==> src/rtl/dout_writer.sv <==
// Transmit side of the multi-lane ADC serial interface: serialises eight samples onto
// four lanes, generating its own drdy frame strobe and dclk bit clock.
module dout_writer #(
   parameter int DCLK_DIV  = 4,
   parameter int DATA_BITS = 24,
   parameter int SLOT_BITS = 32
) (
   input  logic                 clk_i,
   input  logic                 reset_i,
   input  logic                 start_i,
   input  logic [DATA_BITS-1:0] ch1_i,
   input  logic [DATA_BITS-1:0] ch2_i,
   input  logic [DATA_BITS-1:0] ch3_i,
   input  logic [DATA_BITS-1:0] ch4_i,
   input  logic [DATA_BITS-1:0] ch5_i,
   input  logic [DATA_BITS-1:0] ch6_i,
   input  logic [DATA_BITS-1:0] ch7_i,
   input  logic [DATA_BITS-1:0] ch8_i,
   output logic                 busy_o,
   output logic                 done_o,
   output logic                 overrun_o,
   output logic                 drdy_o,
   output logic                 dclk_o,
   output logic                 dout0_o,
   output logic                 dout1_o,
   output logic                 dout2_o,
   output logic                 dout3_o
);

   localparam int FRAME_BITS = 2 * SLOT_BITS;
   localparam int PAD_BITS   = SLOT_BITS - DATA_BITS;
   localparam int CNT_W      = $clog2(DCLK_DIV);
   localparam int BIT_W      = $clog2(FRAME_BITS);

   typedef enum logic [1:0] {IDLE, DRDY, SHIFT} state_t;

   state_t                  state_q, state_d;
   logic [CNT_W-1:0]        period_q, period_d;
   logic [BIT_W-1:0]        bit_q, bit_d;
   logic [FRAME_BITS-1:0]   lane_q [4];
   logic [FRAME_BITS-1:0]   lane_d [4];
   logic                    done_q, done_d;
   logic                    overrun_q, overrun_d;
   logic                    period_last;
   logic                    bit_last;

   assign period_last = (period_q == CNT_W'(DCLK_DIV - 1));
   assign bit_last    = (bit_q == BIT_W'(FRAME_BITS - 1));

   // The done cycle still counts as busy, so a start arriving then is an overrun.
   assign busy_o    = (state_q != IDLE) || done_q;
   assign done_o    = done_q;
   assign overrun_o = overrun_q;
   assign drdy_o    = (state_q == DRDY);
   assign dclk_o    = (state_q == SHIFT) && (period_q >= CNT_W'(DCLK_DIV / 2));
   assign dout0_o   = (state_q == SHIFT) && lane_q[0][FRAME_BITS-1];
   assign dout1_o   = (state_q == SHIFT) && lane_q[1][FRAME_BITS-1];
   assign dout2_o   = (state_q == SHIFT) && lane_q[2][FRAME_BITS-1];
   assign dout3_o   = (state_q == SHIFT) && lane_q[3][FRAME_BITS-1];

   always_comb begin
      state_d   = state_q;
      period_d  = period_q;
      bit_d     = bit_q;
      lane_d    = lane_q;
      done_d    = 1'b0;
      overrun_d = start_i && busy_o;
      case (state_q)
         IDLE: begin
            if (start_i && !done_q) begin
               lane_d[0] = {ch1_i, {PAD_BITS{1'b0}}, ch5_i, {PAD_BITS{1'b0}}};
               lane_d[1] = {ch2_i, {PAD_BITS{1'b0}}, ch6_i, {PAD_BITS{1'b0}}};
               lane_d[2] = {ch3_i, {PAD_BITS{1'b0}}, ch7_i, {PAD_BITS{1'b0}}};
               lane_d[3] = {ch4_i, {PAD_BITS{1'b0}}, ch8_i, {PAD_BITS{1'b0}}};
               period_d  = '0;
               bit_d     = '0;
               state_d   = DRDY;
            end
         end
         DRDY: begin
            if (period_last) begin
               period_d = '0;
               state_d  = SHIFT;
            end else begin
               period_d = period_q + CNT_W'(1);
            end
         end
         SHIFT: begin
            // Shifting at the end of a period puts the next bit out as dclk falls.
            if (period_last) begin
               period_d = '0;
               for (int i = 0; i < 4; i++) begin
                  lane_d[i] = {lane_q[i][FRAME_BITS-2:0], 1'b0};
               end
               if (bit_last) begin
                  state_d = IDLE;
                  done_d  = 1'b1;
               end else begin
                  bit_d = bit_q + BIT_W'(1);
               end
            end else begin
               period_d = period_q + CNT_W'(1);
            end
         end
         default: state_d = IDLE;
      endcase
   end

   always_ff @(posedge clk_i) begin
      if (reset_i) begin
         state_q   <= IDLE;
         period_q  <= '0;
         bit_q     <= '0;
         done_q    <= 1'b0;
         overrun_q <= 1'b0;
         for (int i = 0; i < 4; i++) begin
            lane_q[i] <= '0;
         end
      end else begin
         state_q   <= state_d;
         period_q  <= period_d;
         bit_q     <= bit_d;
         done_q    <= done_d;
         overrun_q <= overrun_d;
         for (int i = 0; i < 4; i++) begin
            lane_q[i] <= lane_d[i];
         end
      end
   end

endmodule

==> config.mk <==
export PLATFORM = sky130hd
export DESIGN_NAME = dout_writer
export DESIGN_NICKNAME = d
export VERILOG_FILES = /design/src/rtl/dout_writer.sv
export SDC_FILE = /design/constraint.sdc
export NUM_CORES = 1
export LEC_CHECK = 0
export CORE_MARGIN = 2
export CORE_UTILIZATION = 35
export CTS_CLUSTER_SIZE = 20
export DETAILED_ROUTE_END_ITERATION = 8
export MAX_ROUTING_LAYER = met4
export SKIP_CTS_REPAIR_TIMING = 1
export SLEW_MARGIN = 20
export SYNTH_ARGS = -nofsm -noshare
export SYNTH_HDL_FRONTEND = slang
export SYNTH_SLANG_ARGS = --single-unit
==> constraint.sdc <==
create_clock -name clk_i -period 2.2 [get_ports clk_i]
set_input_delay 0.55 -clock clk_i [delete_from_list [all_inputs] [get_ports clk_i]]
set_output_delay 0.55 -clock clk_i [all_outputs]
set_load 0.01 [all_outputs]
Word-level counts from Yosys, hierarchy flattened
Cells that the tools add are included.
Word-level totals
  word-level logic and storage cells: 58
  output and inout bits: 9
  bits in registers: 268
Operators by class
  eq/ne operators: 9
  magnitude comparators: 1
  multiplexer cells: 16
  bitwise gates (word level): 2
  $add $sub $neg: 2
  reductions and logical operators: 19
Operators by type and width (number)
  256-bit 2-to-1 mux: 2
  256-bit case mux with 2 select lines: 1
  6-bit 2-to-1 mux: 3
  2-bit 2-to-1 mux: 6
  6-bit case mux with 2 select lines: 1
  2-bit != test (second input constant): 4
  4-bit AND reduction: 2
  1-bit logical AND: 7
  6-bit by 1-bit adder with 6-bit output (second input constant): 1
  6-bit equality test (second input constant): 1
  2-bit case mux with 3 select lines: 1
  2-bit nonzero test: 3
  2-bit equality test (second input constant): 2
  2-bit case mux with 2 select lines: 1
  3-bit AND reduction: 1
  3-bit OR reduction: 1
  2-bit by 1-bit adder with 2-bit output (second input constant): 1
  2-bit by 1-bit equality test with 1-bit output (second input constant): 1
  2-bit >= comparator (second input constant): 1
  2-bit zero test: 1
  2-bit by 1-bit != test with 1-bit output (second input constant): 1
  1-bit inverter: 2
  2-bit AND reduction: 1
  2-bit OR reduction: 1
  other kinds (3): 3

Longest topological paths before layout
  depth after elaboration: 4
  depth in mapped cells: 9
  mapped depth without buffers: 6

Worst setup path before layout
No wires, ideal clock.
  path kind: register to register
  start: reg state_q[0]
  end: reg lane_q[104] (netlist name)
  arrival time: 1.654 ns
  cell stages (with the launch flop): 9
  setup time: 0.134 ns
  path buffers: 3
  setup slack: 0.412 ns
  cells stage by stage: dfxtp_1 inv_1 ha_1 buf_2 mux2i_1 a21oi_2 clkbuf_1 buf_2 a211oi_1
Between the ends
  longest elaborated chain between the ends: 3
  elaborated cells between the ends (all ways): 7
  classes of those cells: 3 x eq/ne; 1 x mux; 3 x reduce/logical
RTL lines
  from (decl): line 37  | state_t state_q, state_d;
  from (signal assigned): line 120  | state_q <= state_d;
  2-bit equality test or 2-bit zero test (tied branches): line 68  | case (state_q)
  2-bit != test (no source line) or 2-bit nonzero test (tied branches)
  3-bit AND reduction (no source line)
  to (signal, indexed assignment): line 126  | lane_q[i] <= lane_d[i];
  to (decl): line 40  | logic [FRAME_BITS-1:0] lane_q [4];
Parallel ways exist; a longest one is shown, timed or not.
A chain may end at the register's enable or synchronous reset.

Worst setup path in the final report
  start: reg state_q[0]
  end: out dout0_o
Between the ends
  longest elaborated chain between the ends: 2
RTL lines
  2-bit equality test: line 56  | assign dout0_o = (state_q == SHIFT) && lane_q[0][FRAME_BITS-1];
  1-bit logical AND: line 56
  to (decl): line 24  | output logic dout0_o,
Every way passes these cells.

==> flow_summary.json <==
{
  "status": "completed",
  "gp_congestion": 0.723,
  "drt_pass1_iterations": 7,
  "instances_no_fill": 1623,
  "worst-setup-path-type": "register to output port",
  "die_y_um": 174,
  "power_uw": 18000,
  "dieWidth_um": 174,
  "cp-endpoint": "dout0_o",
  "rrSetupSlack_ns": 0.13,
  "grtUsageTotal_pct": 15.9,
  "syn_inst": 1047,
  "worst_slew_pin_slew_ns": 0.812,
  "diodes": 0,
  "first_global_vias": 7628,
  "insertion_delay_ns": 0.53,
  "hpwlAfterDp_um": 15700,
  "end_kind": "output port",
  "placed_area_um2": 12700,
  "worst_hold_slack_ns": 0.455,
  "reg2reg_from": "state_q[0]",
  "critPathLaunchType": "register",
  "routed_wl_um": 23700,
  "p_per_area_nw_per_um2": 1320,
  "routedWlPerCell_um": 14.6,
  "startpoint": "state_q[0]",
  "synth_edf_count": 0,
  "io_buffers": 203,
  "drc": 0,
  "clock_path_buffers": 3,
  "clockRootBuffer": "clkbuf_16",
  "numCtsBuffers": 27,
  "nets": 1421,
  "synthTopCellsByArea": "dfxtp_1 (47%), mux2i_1 (19%), a211oi_1 (14%)",
  "rsz0062_at_grt": "no",
  "grt_first_pass_wirelength_um": 39100,
  "period_share_pct": 95.7,
  "slew_headroom_pct": 45.9,
  "synthArstFlopShare_pct": 0,
  "synth-seq-cells": 236,
  "fillers": 2691,
  "cp.required_ns": 1.65,
  "vias": 7931,
  "ys_warn_count": 0,
  "fmax_ghz": 0.475,
  "fin_area_um2": 13700,
  "synth_ff_type": "dfxtp_1",
  "yosys.area.top_type_share_pct": 47.0,
  "cts_sinks": 236,
  "min_path_cells": 2,
  "synth_most_common_cell": "dfxtp_1",
  "syn_area_um2": 10100,
  "path_clk_slew_ns": 0.06,
  "drtIter0Drc": 451,
  "syn_to_final_growth_pct": 35.9,
  "ys_seq_area_share_pct": 47.0,
  "leakage_uw": 0.00483,
  "clock_skew_ns": 0.0139,
  "synth_cell_types": 28,
  "crit_chain": "inv_2 > ha_4 > buf_4 > and2_1 > clkbuf_2",
  "row_count": 62,
  "die-area_um2": 30100,
  "syn_avg_cell_area_um2": 9.61,
  "layout-drive-gt1-share_pct": 7.75,
  "ctsHtreeMaxLevel": 1,
  "critical_path.max_fanout": 8,
  "antenna_found_initial": 0,
  "core_um2": 28500,
  "overflow": 0,
  "yosys.area.top_type": "dfxtp_1",
  "ys_top_cells_by_count": "dfxtp_1 (236), nor2_1 (224), a211oi_1 (192), mux2i_1 (189), buf_2 (57)",
  "drv_cap": 0,
  "antenna_left": 0,
  "grt_max_degree": 60,
  "viasPerCell": 4.89,
  "start_util_pct": 35.3,
  "rr_worst_depth": 10,
  "ir_worst_vdd_uv": 555,
  "fin_crit_ns": 2.11,
  "hold_violations": 0,
  "setup_tns_ns": 0,
  "crit_arrival_ns": 1.56,
  "min_path_type": "register to register",
  "place_inst": 1569,
  "reg2reg_to": "lane_q[110]",
  "slowest_stage": "dfxtp_2",
  "ios": 204,
  "report.final.slew_viol_count": 0,
  "cts_tree": "done",
  "cp_slowest_stage_delay_ns": 0.34,
  "synth_fp_nets": 1249,
  "report.final.setup_viol": 0
}
flip-flops by register name, indices dropped and copies added, names as in the netlist:
signal	count
lane_q	224
done_o	1
overrun_o	1
period_q	2
state_q	2
bit_q	6
power breakdown:
part           total [µW]  switching, µW  leakage (µW)  internal (µW)
logic                6500           3490       0.00241           3010
clock network        4690           1760      0.000477           2930
registers            6810            846       0.00195           5970
critical path, delay by kind of cell, from the launching register on:
| family | cells | cell delay, ns |
|---|---|---|
| buf+inv | 3 | 0.36 |
| flops | 1 | 0.34 |
| fa+ha+maj | 1 | 0.18 |
| simple gates | 1 | 0.15 |
layout make-up:
cell class | count | area, µm² | area share, %
multi-input cells | 708 | 4910 | 35.9
flip-flops and latches | 236 | 4730 | 34.6
repair buffers | 243 | 2580 | 18.9
clock buffers | 39 | 821 | 6.01
well taps | 384 | 480 | 3.52
clock inverters | 10 | 129 | 0.943
inverters | 3 | 11.3 | 0.0824
cells by family (layout without fill, tap and decap cells):
kind of cell	after synthesis	count (layout)	synth area share (%)
adders and majority gates	7	7	0.871
and+or+nand+nor	258	258	10.3
muxes	189	189	18.8
AOI/OAI and AO/OA	254	254	18.5
DFF	236	236	47.0
buffers and inverters	103	295	4.55
layout by cell type (no fill, tap or decap), types with 2 or more instances in the layout:
cell,n
nand3_1,5
buf_4,21
clkdlybuf4s50_1,195
dfxtp_1,234
a211oi_1,191
o21ai_0,8
o31ai_1,2
clkbuf_8,11
dlymetal6s2s_1,6
nand2b_1,3
nand3b_1,7
buf_12,19
dfxtp_2,2
inv_1,2
nor2_1,224
clkbuf_16,27
mux2i_1,189
nand2_1,8
a21oi_1,13
bufinv_16,3
a21oi_4,2
clkbuf_1,2
and2_1,6
ha_1,6
clkinv_2,6
a22oi_1,32
metal layers:
layer  vias up  share of wire [%]  wire (µm)  track usage [%]
met5         -                  0          0                -
met4         0                1.3        306             3.14
met3        25                4.2       1000             2.63
met2       144                 44      10500             24.8
met1      3612                 50      11800             21.9
li1       4150                  -          -                -
how the worst min path moves through the flow:
stage                      startpoint          end
after floorplan           lane_q[136]  lane_q[136]
after global placement    lane_q[136]  lane_q[136]
after detailed placement  lane_q[136]  lane_q[136]
after CTS                     reset_i   lane_q[46]
after global routing      lane_q[136]  lane_q[136]
final                     lane_q[136]  lane_q[136]
through the flow:
stage	util [%]	setup WS (ns)
2_1_floorplan	-	0.412
3_3_place_gp	44.5	-0.0265
3_5_place_dp	44.5	-0.118
4_1_cts	47.8	-0.406
5_1_grt	48.0	0.00109
6_report	48.0	0.0940
No activity file was read; power rests on OpenSTA's default activity.
==> RTL edit 1, RTL diff (same flow settings) <==
The 3 states of `state_t` get a one-hot encoding in 3 bits.
--- a/src/rtl/dout_writer.sv
+++ b/src/rtl/dout_writer.sv
@@ -32,7 +32,7 @@
    localparam int CNT_W      = $clog2(DCLK_DIV);
    localparam int BIT_W      = $clog2(FRAME_BITS);
 
-   typedef enum logic [1:0] {IDLE, DRDY, SHIFT} state_t;
+   typedef enum logic [2:0] {IDLE = 3'b001, DRDY = 3'b010, SHIFT = 3'b100} state_t;
 
    state_t                  state_q, state_d;
    logic [CNT_W-1:0]        period_q, period_d;
Check against the original RTL: no difference found for any inputs over 10 cycles, from zero or initial values and one cycle with reset_i high; not proved beyond that.
==> RTL edit 1 against the original RTL <==
  * Count of clock-buffer cells in the layout is 5 higher
  * Largest cell class is now flip-flops and latches
  * Wire length up 5.5%
  * Area after synthesis down 1.1%
  * Register-to-register slack gained 0.07 ns
  * Worst setup slack got worse by 0.066 ns
  * Design area decreased by 2.7%
  * Clock skew rose by 0.0012 ns
  * Die area is 1.1% lower
  * Final cell count up 12%
  * Sequential cell count increased by 1
  * Global-route usage is 0.70 points higher
Power is not compared: it rests on default switching activity, and its combinational part moved more than twofold at a synthesized area within 25%.
==> RTL edit 1: results (changes against the original RTL) <==
- Outcome: completed (unchanged)
- End of the worst hold path: lane_q[167]$_SDFFE_PP0P_ (was lane_q[136]$_SDFFE_PP0P_)
- Seq/Total Area, Yosys: 47.7% (was 47.0%)
- Largest net degree at the start of global routing: 158 (was 60)
- Starting DRC count in detailed routing: 649 (was 451)
- Beginning of the worst hold path: reset_i (was lane_q[136]$_SDFFE_PP0P_)
- Via Count: 9,177 (was 7,931)
- Average detailed-routed wire length per instance: 13.8 um (was 14.6 um)
- Leading registers by flop count: lane_q: 224 flops, bit_q: 6 flops, state_q: 3 flops (was lane_q: 224 flops, bit_q: 6 flops)
- Multi-input gates: 897 (was 708)
- Final instance count without filler cells: 1,813 (was 1,623)
- Net count of the mapped netlist: 1,456 (was 1,249)
- Proportion of layout cells with a drive suffix above 1: 6.97% (was 7.75%)
- Max incr delay on CP: 0.38 ns (was 0.34 ns)
- Total Nets Final: 1,613 (was 1,421)
- Cell with the largest stage delay on the worst path: dfxtp_4 (was dfxtp_2)
- Global-route wire length before repair: 41,800 um (was 39,100 um)
- Reg2Reg Launch Point: period_q[0]$_SDFFE_PP0P_ (was state_q[0]$_SDFFE_PP0P_)
- Drt first pass iters: 4 (was 7)
- Place WS: -0.176 ns (was -0.118 ns)
- Non-clock buffering overhead in the final layout: 18.5% (was 18.9%)
- Final critical-path share of the clock period: 98.7% (was 95.7%)
- Post-synthesis compound-gate area fraction: 21.4% (was 18.5%)
- Transition time at the pin with the least slew margin: 0.810 ns (was 0.812 ns)
- Adder-cell share of the synthesized area: 0.378% (was 0.871%)
- Placed inst area: 12,400 um2 (was 12,700 um2)
[RTL edit 1: changes by cell type after synthesis, moves of 8 or more]
cell and change:
a211oi_1 -189, a311oi_1 +189, buf_1 +10, buf_2 -9, clkbuf_1 +16, mux2i_1 -189
nand2_1 +375, nor2_1 +8
[RTL edit 1: cells by family after synthesis]
family | after synthesis
and+or+nand+nor | 640
AOI/OAI and AO/OA | 254
DFF | 237
buffers and inverters | 124
adders and majority gates | 3
[RTL edit 1: power groups by stage]
stage	Combinational [W]	Clock [W]	Sequential [W]
final	0.00127	0.00446	0.00480
after detailed placement	0.00128	0	0.00488
after global placement	0.00126	0	0.00488
after CTS	0.00129	0.00459	0.00479
after floorplan	0.000723	0	0.00484
after global routing	0.00144	0.00476	0.00483
[RTL edit 1: routing by layer]
layer  share of wire, %  track usage [%]  vias to the layer above  wire [um]
met4                1.9             3.56                        0        463
met3                5.0             3.12                       36       1260
met1                 49             23.6                     4216      12300
met5                  0                -                        -          0
met2                 44             24.6                      215      11000
li1                   -                -                     4710          -
==> RTL edit 2, RTL diff (config.mk and constraints unchanged) <==
Without the edit above. Change the parameter `DCLK_DIV` from 4 to 8.
--- a/src/rtl/dout_writer.sv
+++ b/src/rtl/dout_writer.sv
@@ -1,7 +1,7 @@
 // Transmit side of the multi-lane ADC serial interface: serialises eight samples onto
 // four lanes, generating its own drdy frame strobe and dclk bit clock.
 module dout_writer #(
-   parameter int DCLK_DIV  = 4,
+   parameter int DCLK_DIV  = 8,
    parameter int DATA_BITS = 24,
    parameter int SLOT_BITS = 32
 ) (
Formal check against the unedited RTL: not equivalent (Yosys sat finds a counterexample within 10 cycles, from zero or initial values and one cycle with reset_i high).
==> RTL edit 2 against the original RTL <==
  * Critical path depth did not move
  * Design area is 6.1% higher
  * Total power rose by 6.7%
  * Wire length rose by 3.8%
  * Worst setup slack improved by 0.0015 ns
  * Sequential cell count rose by 1
  * Area after synthesis up 8.9%
  * First-iteration DRC count decreased by 23%
  * Critical path type unchanged
  * Largest cell class unchanged
  * Highest routed layer unchanged
==> RTL edit 2: results (changes against the original RTL) <==
- Detailed-route wire length on metal 1: 12,200 um (was 11,800 um)
- Synthesis warning total: 0 (unchanged)
- Met1 GRT Util: 20.0% (was 21.9%)
- Routed wl met2: 10,700 um (was 10,500 um)
- Outcome: completed (unchanged)
- Flip-flop and latch share of the layout cell area: 32.7% (was 34.6%)
- Largest net degree at the start of global routing: 68 (was 60)
- Dpl hpwl: 16,300 um (was 15,700 um)
- Number of signal-net buffers in the layout: 257 (was 243)
- Critical Path AT: 1.55 ns
- Global-route wire length before repair: 40,200 um (was 39,100 um)
- Starting DRC count in detailed routing: 346 (was 451)
- Final-layout clock-cell area share: 6.29% (was 6.95%)
- Most frequently used flop master after synthesis: dfxtp_1 (unchanged)
- Placed inst area: 13,500 um2 (was 12,700 um2)
- Max-slew violation count: 0 (unchanged)
- R2R cell count: 7 (was 10)
- Area contributors post-synth: dfxtp_1 (43%), mux2i_1 (17%), a211oi_2 (16%) (was dfxtp_1 (47%), mux2i_1 (19%), a211oi_1 (14%))
- Class of the tightest hold or removal check: primary input to register (was register to register)
- Power density normalized to cell area: 1320 nW/um2 (about the same)
- Count of cell types in the netlist: 34 (was 28)
- Count of clock-net buffers in the final layout: 44 (was 39)
- Proportion of layout cells with a drive suffix above 1: 20.1% (was 7.75%)
- Average detailed-routed wire length per instance: 14.9 um (was 14.6 um)
- Number of non-clock inverters in the layout: 5 (was 3)
- Min setup slack post-route: 0.0955 ns (was 0.0940 ns)
- Aggregate global-route resource usage: 15.0% (was 15.9%)
- R2R setup slack: 0.17 ns (was 0.13 ns)
- Int Power: 0.0123 W (was 0.0119 W)
- Via count of the first global-routing pass: 8,004 (was 7,628)
- Final Core Density: 47.3% (was 48.0%)
- Clock buffer count from CTS: 28 (was 27)
- Standby leakage power: 5.03 nW (was 4.83 nW)
- Leading registers by flop count: lane_q: 224 flops, bit_q: 6 flops, period_q: 3 flops (was lane_q: 224 flops, bit_q: 6 flops)
- Multi-input gates: 710 (was 708)
- Maximum clock skew at final layout: 0.0183 ns (was 0.0139 ns)
- Total Nets Final: 1,441 (was 1,421)
- Net count of the mapped netlist: 1,255 (was 1,249)
- Clock-pin slew on the worst setup and hold paths: 0.05 ns
- Global placement routability congestion: 0.755 (was 0.723)
- Clock sink count: 237 (was 236)
- Commonest cells post-synth: dfxtp_1 (237), nor2_1 (226), mux2i_1 (189), a211oi_2 (144), a211oi_1 (47) (was dfxtp_1 (236), nor2_1 (224), a211oi_1 (192), mux2i_1 (189), buf_2 (57))
- Met2 layer usage reported by global route: 23.3% (was 24.8%)
- Final Hold Vio Count: 0 (unchanged)
- Seq/Total Area, Yosys: 43.3% (was 47.0%)
- Crit path max fanout: 8 (unchanged)
- Fill cells: 2,847 (was 2,691)
- Routed wire length on met3: 1190 um (was 1000 um)
- Worst r2r dst: lane_q[223]$_SDFFE_PP0P_ (was lane_q[110]$_SDFFE_PP0P_)
- Met3 Use GR: 3.04% (was 2.63%)
- Worst setup path end: dclk_o (was dout0_o)
- Synthesis-to-layout area growth: 32.5% (was 35.9%)
- Worst vdd rail ir drop: 684 uV (was 555 uV)
- Drt first pass iters: 4 (was 7)
[RTL edit 2: worst max-delay path, cell delays in order (launching register included)]
cell,delay (ns)
dfxtp_2,0.34
inv_2,0.06
ha_4,0.19
buf_4,0.14
and2_1,0.15
clkbuf_2,0.14
[RTL edit 2: worst min path at each step]
| stage | start | end | depth (start not counted) |
|---|---|---|---|
| 2_1_floorplan | lane_q[136]$_SDFFE_PP0P_ | lane_q[136]$_SDFFE_PP0P_ | 2 |
| 3_3_place_gp | lane_q[136]$_SDFFE_PP0P_ | lane_q[136]$_SDFFE_PP0P_ | 2 |
| 3_5_place_dp | lane_q[136]$_SDFFE_PP0P_ | lane_q[136]$_SDFFE_PP0P_ | 2 |
| 4_1_cts | reset_i | period_q[2]$_SDFFE_PP0P_ | 2 |
| 5_1_grt | reset_i | period_q[1]$_SDFFE_PP0P_ | 2 |
| 6_report | reset_i | period_q[2]$_SDFFE_PP0P_ | 2 |
[RTL edit 2: metrics by stage]
step	cells	hold WS, ns	power (W)
2_1_floorplan	1053	0.432	0.0130
3_3_place_gp	1596	0.443	0.0146
3_5_place_dp	1596	0.457	0.0148
4_1_cts	1645	0.362	0.0194
5_1_grt	1654	0.401	0.0206
6_report	1654	0.400	0.0192
[RTL edit 2: kinds of logic after synthesis]
logic type	share of synthesized area (%)
buf+inv	5.50
mux	17.4
compound gates	23.4
simple gates	9.62
fa+ha+maj	0.800
flops	43.3
[RTL edit 2: power by group through the flow]
stage / Combinational (W) / Sequential, W / Clock, W
2_1_floorplan: 0.00633 / 0.00667 / 0
3_3_place_gp: 0.00770 / 0.00685 / 0
3_5_place_dp: 0.00787 / 0.00689 / 0
4_1_cts: 0.00790 / 0.00681 / 0.00467
5_1_grt: 0.00878 / 0.00702 / 0.00485
6_report: 0.00790 / 0.00679 / 0.00451
